**src/rtl/seg_scan_capture_pkg.sv**
```systemverilog
// seg_scan_capture_pkg: shared row codes, digit count and capture FSM states
// for the 8-digit multiplexed 7-seg scan monitor.
package seg_scan_capture_pkg;
    localparam logic [1:0] ROW_NONE   = 2'b00;
    localparam logic [1:0] ROW_TOP    = 2'b01;
    localparam logic [1:0] ROW_MID    = 2'b10;
    localparam logic [1:0] ROW_BOT    = 2'b11;
    localparam int         NUM_DIGITS = 8;
    typedef enum logic {HUNT = 1'b0, TRACK = 1'b1} state_t;
endpackage

```
**src/rtl/seg_scan_capture_decode.sv**
```systemverilog
// seg_scan_capture_decode: combinational decode of one COM/segment sample.
// Ports:
//   com_n             in  8  COM lines, active low, bit0 = digit 0
//   seg_a/seg_g/seg_d in  1  row segments, active high
//   blank             out 1  no COM line active
//   multi             out 1  two or more COM lines active
//   index             out 3  active digit (valid when !blank && !multi)
//   seg_err           out 1  two or more segments active
//   code              out 2  row code of the single active segment, 00 if none
module seg_scan_capture_decode
    import seg_scan_capture_pkg::*;
(
    input  logic [NUM_DIGITS-1:0] com_n,
    input  logic                  seg_a,
    input  logic                  seg_g,
    input  logic                  seg_d,
    output logic                  blank,
    output logic                  multi,
    output logic [2:0]            index,
    output logic                  seg_err,
    output logic [1:0]            code
);
    logic [NUM_DIGITS-1:0] low;

    assign low   = ~com_n;
    assign blank = (low == '0);
    // clearing the lowest set bit leaves something only if more than one bit was set
    assign multi = ((low & (low - 8'd1)) != '0);

    always_comb begin
        index = '0;
        for (int i = 0; i < NUM_DIGITS; i++)
            if (low[i]) index = 3'(i);
    end

    assign seg_err = (2'(seg_a) + 2'(seg_g) + 2'(seg_d)) > 2'd1;
    assign code    = seg_d ? ROW_BOT : seg_g ? ROW_MID : seg_a ? ROW_TOP : ROW_NONE;
endmodule

```
**src/rtl/seg_scan_capture.sv**
```systemverilog
// seg_scan_capture: rebuilds 8-digit frames from a scanned 7-seg link and checks scan order.
// Ports:
//   clk, rst_n               clock, asynchronous active-low reset
//   com_n[7:0]               COM lines, active low (bit0 = digit 0)
//   seg_a, seg_g, seg_d      row segments (codes 01, 10, 11)
//   frame[15:0]              last complete frame, digit i at [2i+1:2i]
//   frame_valid              1-cycle pulse when frame updates
//   locked                   high while tracking scan order
//   seq_err                  1-cycle pulse per protocol violation
//   err_count[ERR_CNT_W-1:0] saturating count of seq_err pulses
//   impending                digit1 == digit0 != 0; built only with SEG_SCAN_IMPENDING_EN
module seg_scan_capture
    import seg_scan_capture_pkg::*;
#(
    parameter int SETTLE_CYCLES = 1,
    parameter int ERR_CNT_W     = 8
) (
    input  logic                 clk,
    input  logic                 rst_n,
    input  logic [7:0]           com_n,
    input  logic                 seg_a,
    input  logic                 seg_g,
    input  logic                 seg_d,
    output logic [15:0]          frame,
    output logic                 frame_valid,
    output logic                 locked,
    output logic                 seq_err,
    output logic [ERR_CNT_W-1:0] err_count,
    output logic                 impending
);
    localparam logic [3:0] SETTLE = 4'(SETTLE_CYCLES);

    logic [7:0]  com_q;
    logic [2:0]  seg_q;
    logic        blank, multi, seg_err, sample_err, same, accept, err, publish;
    logic [2:0]  index, last_idx, expected, expected_nx;
    logic [1:0]  code;
    logic [3:0]  dwell, dwell_nx;
    logic [15:0] shadow, shadow_nx;
    state_t      state, state_nx;

    // idle COM lines reset to all-ones so the first decoded sample is a blank
    always_ff @(posedge clk or negedge rst_n)
        if (!rst_n) begin
            com_q <= '1;
            seg_q <= '0;
        end else begin
            com_q <= com_n;
            seg_q <= {seg_d, seg_g, seg_a};
        end

    seg_scan_capture_decode u_decode (
        .com_n   (com_q),
        .seg_a   (seg_q[0]),
        .seg_g   (seg_q[1]),
        .seg_d   (seg_q[2]),
        .blank   (blank),
        .multi   (multi),
        .index   (index),
        .seg_err (seg_err),
        .code    (code)
    );

    // segment legality only matters while a digit is driven
    assign sample_err = multi | (~blank & seg_err);
    assign same       = (dwell != '0) && (index == last_idx);

    // dwell saturates at SETTLE so each dwell yields exactly one acceptance
    always_comb begin
        dwell_nx = 4'd1;
        if (blank || sample_err)
            dwell_nx = '0;
        else if (same)
            dwell_nx = (dwell == SETTLE) ? dwell : dwell + 4'd1;
        accept = !blank && !sample_err && (dwell_nx == SETTLE) && !(same && dwell == SETTLE);
    end

    always_comb begin
        state_nx    = state;
        expected_nx = expected;
        shadow_nx   = shadow;
        publish     = 1'b0;
        err         = sample_err | (state == TRACK && accept && index != expected);
        if (err) begin
            state_nx    = HUNT;
            expected_nx = '0;
            shadow_nx   = '0;
        end else if (accept) begin
            if (state == HUNT) begin
                if (index == 3'd0) begin
                    state_nx    = TRACK;
                    expected_nx = 3'd1;
                    shadow_nx   = {14'd0, code};
                end
            end else begin
                shadow_nx[{index, 1'b0} +: 2] = code;
                expected_nx = expected + 3'd1;
                publish     = (index == 3'd7);
            end
        end
    end

    always_ff @(posedge clk or negedge rst_n)
        if (!rst_n) begin
            state    <= HUNT;
            expected <= '0;
            shadow   <= '0;
            dwell    <= '0;
            last_idx <= '0;
        end else begin
            state    <= state_nx;
            expected <= expected_nx;
            shadow   <= shadow_nx;
            dwell    <= dwell_nx;
            if (!blank) last_idx <= index;
        end

    always_ff @(posedge clk or negedge rst_n)
        if (!rst_n) begin
            frame       <= '0;
            frame_valid <= 1'b0;
            seq_err     <= 1'b0;
            err_count   <= '0;
        end else begin
            frame_valid <= publish;
            seq_err     <= err;
            if (publish) frame <= shadow_nx;
            if (err && err_count != '1) err_count <= err_count + 1'b1;
        end

    assign locked = (state == TRACK);

`ifdef SEG_SCAN_IMPENDING_EN
    always_ff @(posedge clk or negedge rst_n)
        if (!rst_n)
            impending <= 1'b0;
        else if (publish)
            impending <= (shadow_nx[3:2] == shadow_nx[1:0]) && (shadow_nx[1:0] != ROW_NONE);
`else
    assign impending = 1'b0;
`endif
endmodule

```
**config.mk**
```make
export PLATFORM = sky130hd
export DESIGN_NAME = seg_scan_capture
export DESIGN_NICKNAME = d
export VERILOG_FILES = /design/src/rtl/seg_scan_capture_pkg.sv /design/src/rtl/seg_scan_capture_decode.sv /design/src/rtl/seg_scan_capture.sv
export SDC_FILE = /design/constraint.sdc
export NUM_CORES = 1
export LEC_CHECK = 0
export CAP_MARGIN = 20
export CORE_UTILIZATION = 55
export CTS_CLUSTER_SIZE = 30
export DETAILED_ROUTE_END_ITERATION = 6
export GPL_TIMING_DRIVEN = 0
export HOLD_SLACK_MARGIN = 0.06
export PLACE_DENSITY = 0.8
export SETUP_SLACK_MARGIN = 0.5
export SLEW_MARGIN = 25
export SYNTH_ARGS = -nofsm -noshare
export SYNTH_HDL_FRONTEND = slang
export SYNTH_HIERARCHICAL = 1
export SYNTH_SLANG_ARGS = --single-unit
```
**constraint.sdc**
```tcl
create_clock -name clk -period 3.95 [get_ports clk]
set_input_delay 0.5925 -clock clk [delete_from_list [all_inputs] [get_ports clk]]
set_output_delay 0.5925 -clock clk [all_outputs]
set_load 0.03 [all_outputs]
```
==> results.json <==
{
  "cts_root_buffer": "clkbuf_8",
  "numCtsBuffers": 9,
  "status": "finished clean",
  "finalSetupViolations": 0,
  "ys.flop_type": "dfrtp_1",
  "crit_chain": "inv_1, o21ai_0, a21boi_0, o21ai_1, clkbuf_2, inv_1, ha_1, ha_1, nor2_1, o21ai_0, nor3_1, o21ai_0, a32oi_1, a21oi_1",
  "routedWlPerCell_um": 14.9,
  "rsz0062_at_grt": "no",
  "cts.sinks": 64,
  "areaGrowthSynthToFinish_pct": 23.3,
  "synth_top_cell_by_area": "dfrtp_1",
  "place_hpwl_um": 4440,
  "rows": 26,
  "slowest_stage": "dfstp_2",
  "setup_ws_ns": 0.739,
  "drtIter0Drc": 88,
  "syn_area_um2": 3050,
  "netlist_top_cells_count": "dfrtp_1, nor2_1, a21oi_1",
  "critPathArrivalTime_ns": 3.43,
  "drt-pass1-iter-count": 4,
  "hold_path.class": "in -> async",
  "total_power_mw": 1.68,
  "p_per_area_nw_per_um2": 447,
  "synth.most_common_cell": "dfrtp_1",
  "relSlewSlack_pct": 64.0,
  "synthMuxAreaShare_pct": 1.35,
  "pre_cts_ws_ns": 0.534,
  "p_leak_nw": 1.62,
  "synth.area.top_cells": "dfrtp_1, dfstp_2, nor2_1",
  "dieArea_um2": 5850,
  "drt_wl_total_um": 6390,
  "maxCapViolCount": 0,
  "grt_pass1_wl_um": 10900,
  "synth-compound-area-share_pct": 16.5,
  "crit_start": "com_q[2]",
  "start_util_pct": 58.2,
  "fillers": 375,
  "path_common_cell": "o21ai_0",
  "core-area_um2": 5240,
  "cts_buffer_depth": 2,
  "cts_hold_buf": 0,
  "gp_congestion": 0.907,
  "cts_tree": "yes",
  "viasPerCell": 5.59,
  "slew_viol_final": 0,
  "synth_xor_area_share_pct": 4.27,
  "die_y_um": 76.5,
  "finalClockSkew_ns": 0.00978,
  "grt_pass1_vias": 2370,
  "fp.dieW_um": 76.5,
  "cts_resized": 0,
  "synth_fp_nets": 326,
  "critical_path_peak_fanout": 7,
  "whs_ns": 0.161,
  "drive_gt1_share_pct": 10.3,
  "synth_simple_gate_area_share_pct": 16.7,
  "timing.rr.start": "com_q[2]",
  "drcViolationCount": 0,
  "finalHoldViolCount": 0,
  "endpoint_kind": "flop",
  "antenna_found_initial": 0,
  "yosys_warnings": 6,
  "insertion_delay_ns": 0.35,
  "synth_top_family_by_area": "simple AND/OR/NAND/NOR gates",
  "grt_use_total_pct": 24.2,
  "syn_avg_cell_area_um2": 10.1,
  "synth-seq-cells": 64,
  "fin_crit_sh_pct": 81.3,
  "cp_top_family": "compound AO/OA/AOI/OAI gates",
  "cp_num_buf_inv": 3,
  "h-tree-depth": 3,
  "ir_drop_v": 0.000500,
  "netlist_instances": 302,
  "cp.required_ns": 4.17,
  "synth_edf_count": 0,
  "start_kind": "flop",
  "diodes": 0,
  "layoutNonFillerInstCount": 428,
  "grt.overflow.total": 0,
  "vias": 2393,
  "clkTransAtPathRegs_ns": 0.07,
  "critPathMaxStageDelay_ns": 0.57,
  "grt_max_degree": 38,
  "ant_nets": 0,
  "synthArstFlopShare_pct": 100,
  "ios": 41,
  "yosysUniqueCellTypes": 47,
  "fin_setup_tns_ns": 0,
  "yosysSeqAreaShare_pct": 52.9,
  "synthAdderAreaFrac_pct": 4.84,
  "period_needed_ns": 3.21,
  "nNetsFinal": 377,
  "placed_cells": 412,
  "synth_top_area_share_pct": 46.0,
  "worstMarginPinSlew_ns": 0.527,
  "io_buffer_count": 39,
  "fmax_mhz": 311,
  "post_cts_buffers": 0,
  "setup.worst_path.class": "reg -> reg"
}
[cells by family (layout without fill, tap and decap cells)]
group,after synthesis,after routing
xor+xnor,14,14
simple gates,104,104
compound gates,77,77
buf+inv,26,82
other cells,1,1
fa+ha+maj,12,12
flops,64,64
mux,4,4
[worst reg2reg max path, stage by stage, from the launching register on]
cell and delay (ns):
dfstp_2 0.57, inv_1 0.05, o21ai_0 0.14, a21boi_0 0.10, o21ai_1 0.27, clkbuf_2 0.27, inv_1 0.10, ha_1 0.21
ha_1 0.25, nor2_1 0.13, o21ai_0 0.13, nor3_1 0.32, o21ai_0 0.16, a32oi_1 0.29, a21oi_1 0.11
[where the power goes]
| part | internal (mW) | switching, mW |
|---|---|---|
| logic | 0.142 | 0.170 |
| clock network | 0.355 | 0.252 |
| registers | 0.708 | 0.0539 |
| total | 1.21 | 0.476 |
[layout by cell type, fill, tap and decap left out, types with 9 or more instances in the layout]
master           netlist  final
nor2_1                42     42
inv_1                 15     15
clkbuf_1               9     10
nand2_1               18     18
o21ai_0               14     13
ha_1                  11     11
a21oi_1               27     27
nand3_1               11     11
dfrtp_1               56     56
xor2_1                11     11
clkdlybuf4s50_1        0     38
clkbuf_8               0      9
[final cells by class]
| type | count | area [µm²] | area share (%) |
|---|---|---|---|
| Buffer | 11 | 47.5 | 1.26 |
| Inverter | 15 | 56.3 | 1.50 |
| Timing Repair Buffer | 40 | 408 | 10.9 |
| Clock buffer | 11 | 131 | 3.50 |
| Tap cell | 70 | 87.6 | 2.33 |
| Multi-Input combinational cell | 212 | 1340 | 35.5 |
| Clock inverter | 5 | 81.3 | 2.16 |
| Sequential cell | 64 | 1610 | 42.9 |
[registers in the layout (all words and copies together), names as in the netlist, 3 cells and up]
signal / cells
expected: 3
shadow: 16
err_count: 8
com_q: 8
dwell: 4
last_idx: 3
seg_q: 3
frame: 16
[layer usage]
metal	part of all wire, %	global-route usage (%)	up-vias
li1	-	-	1151
met1	44	28.6	1173
met2	49	41.0	54
met3	4.4	6.35	15
met4	2.3	11.3	0
met5	0	0	-
[final timing paths]
path	endpoint	slack (ns)	depth (start not counted)
max in group asynchronous	com_q[0]	3.23	2
hold reg to reg	last_idx[1]	0.50	2
min in group clk	last_idx[1]	0.50	2
setup reg to reg	frame[9]	0.74	14
hold / removal	shadow[5]	0.16	1
setup / recovery	frame[9]	0.74	14
[stage by stage]
| step | instance area [µm²] | utilization (%) |
|---|---|---|
| 2_1_floorplan | 3050 | - |
| 3_3_place_gp | 3530 | 67.3 |
| 3_5_place_dp | 3540 | 67.7 |
| 4_1_cts | 3760 | 71.7 |
| 5_1_grt | 3760 | 71.8 |
| 6_report | 3760 | 71.8 |
(Power assumes the default switching activity.)
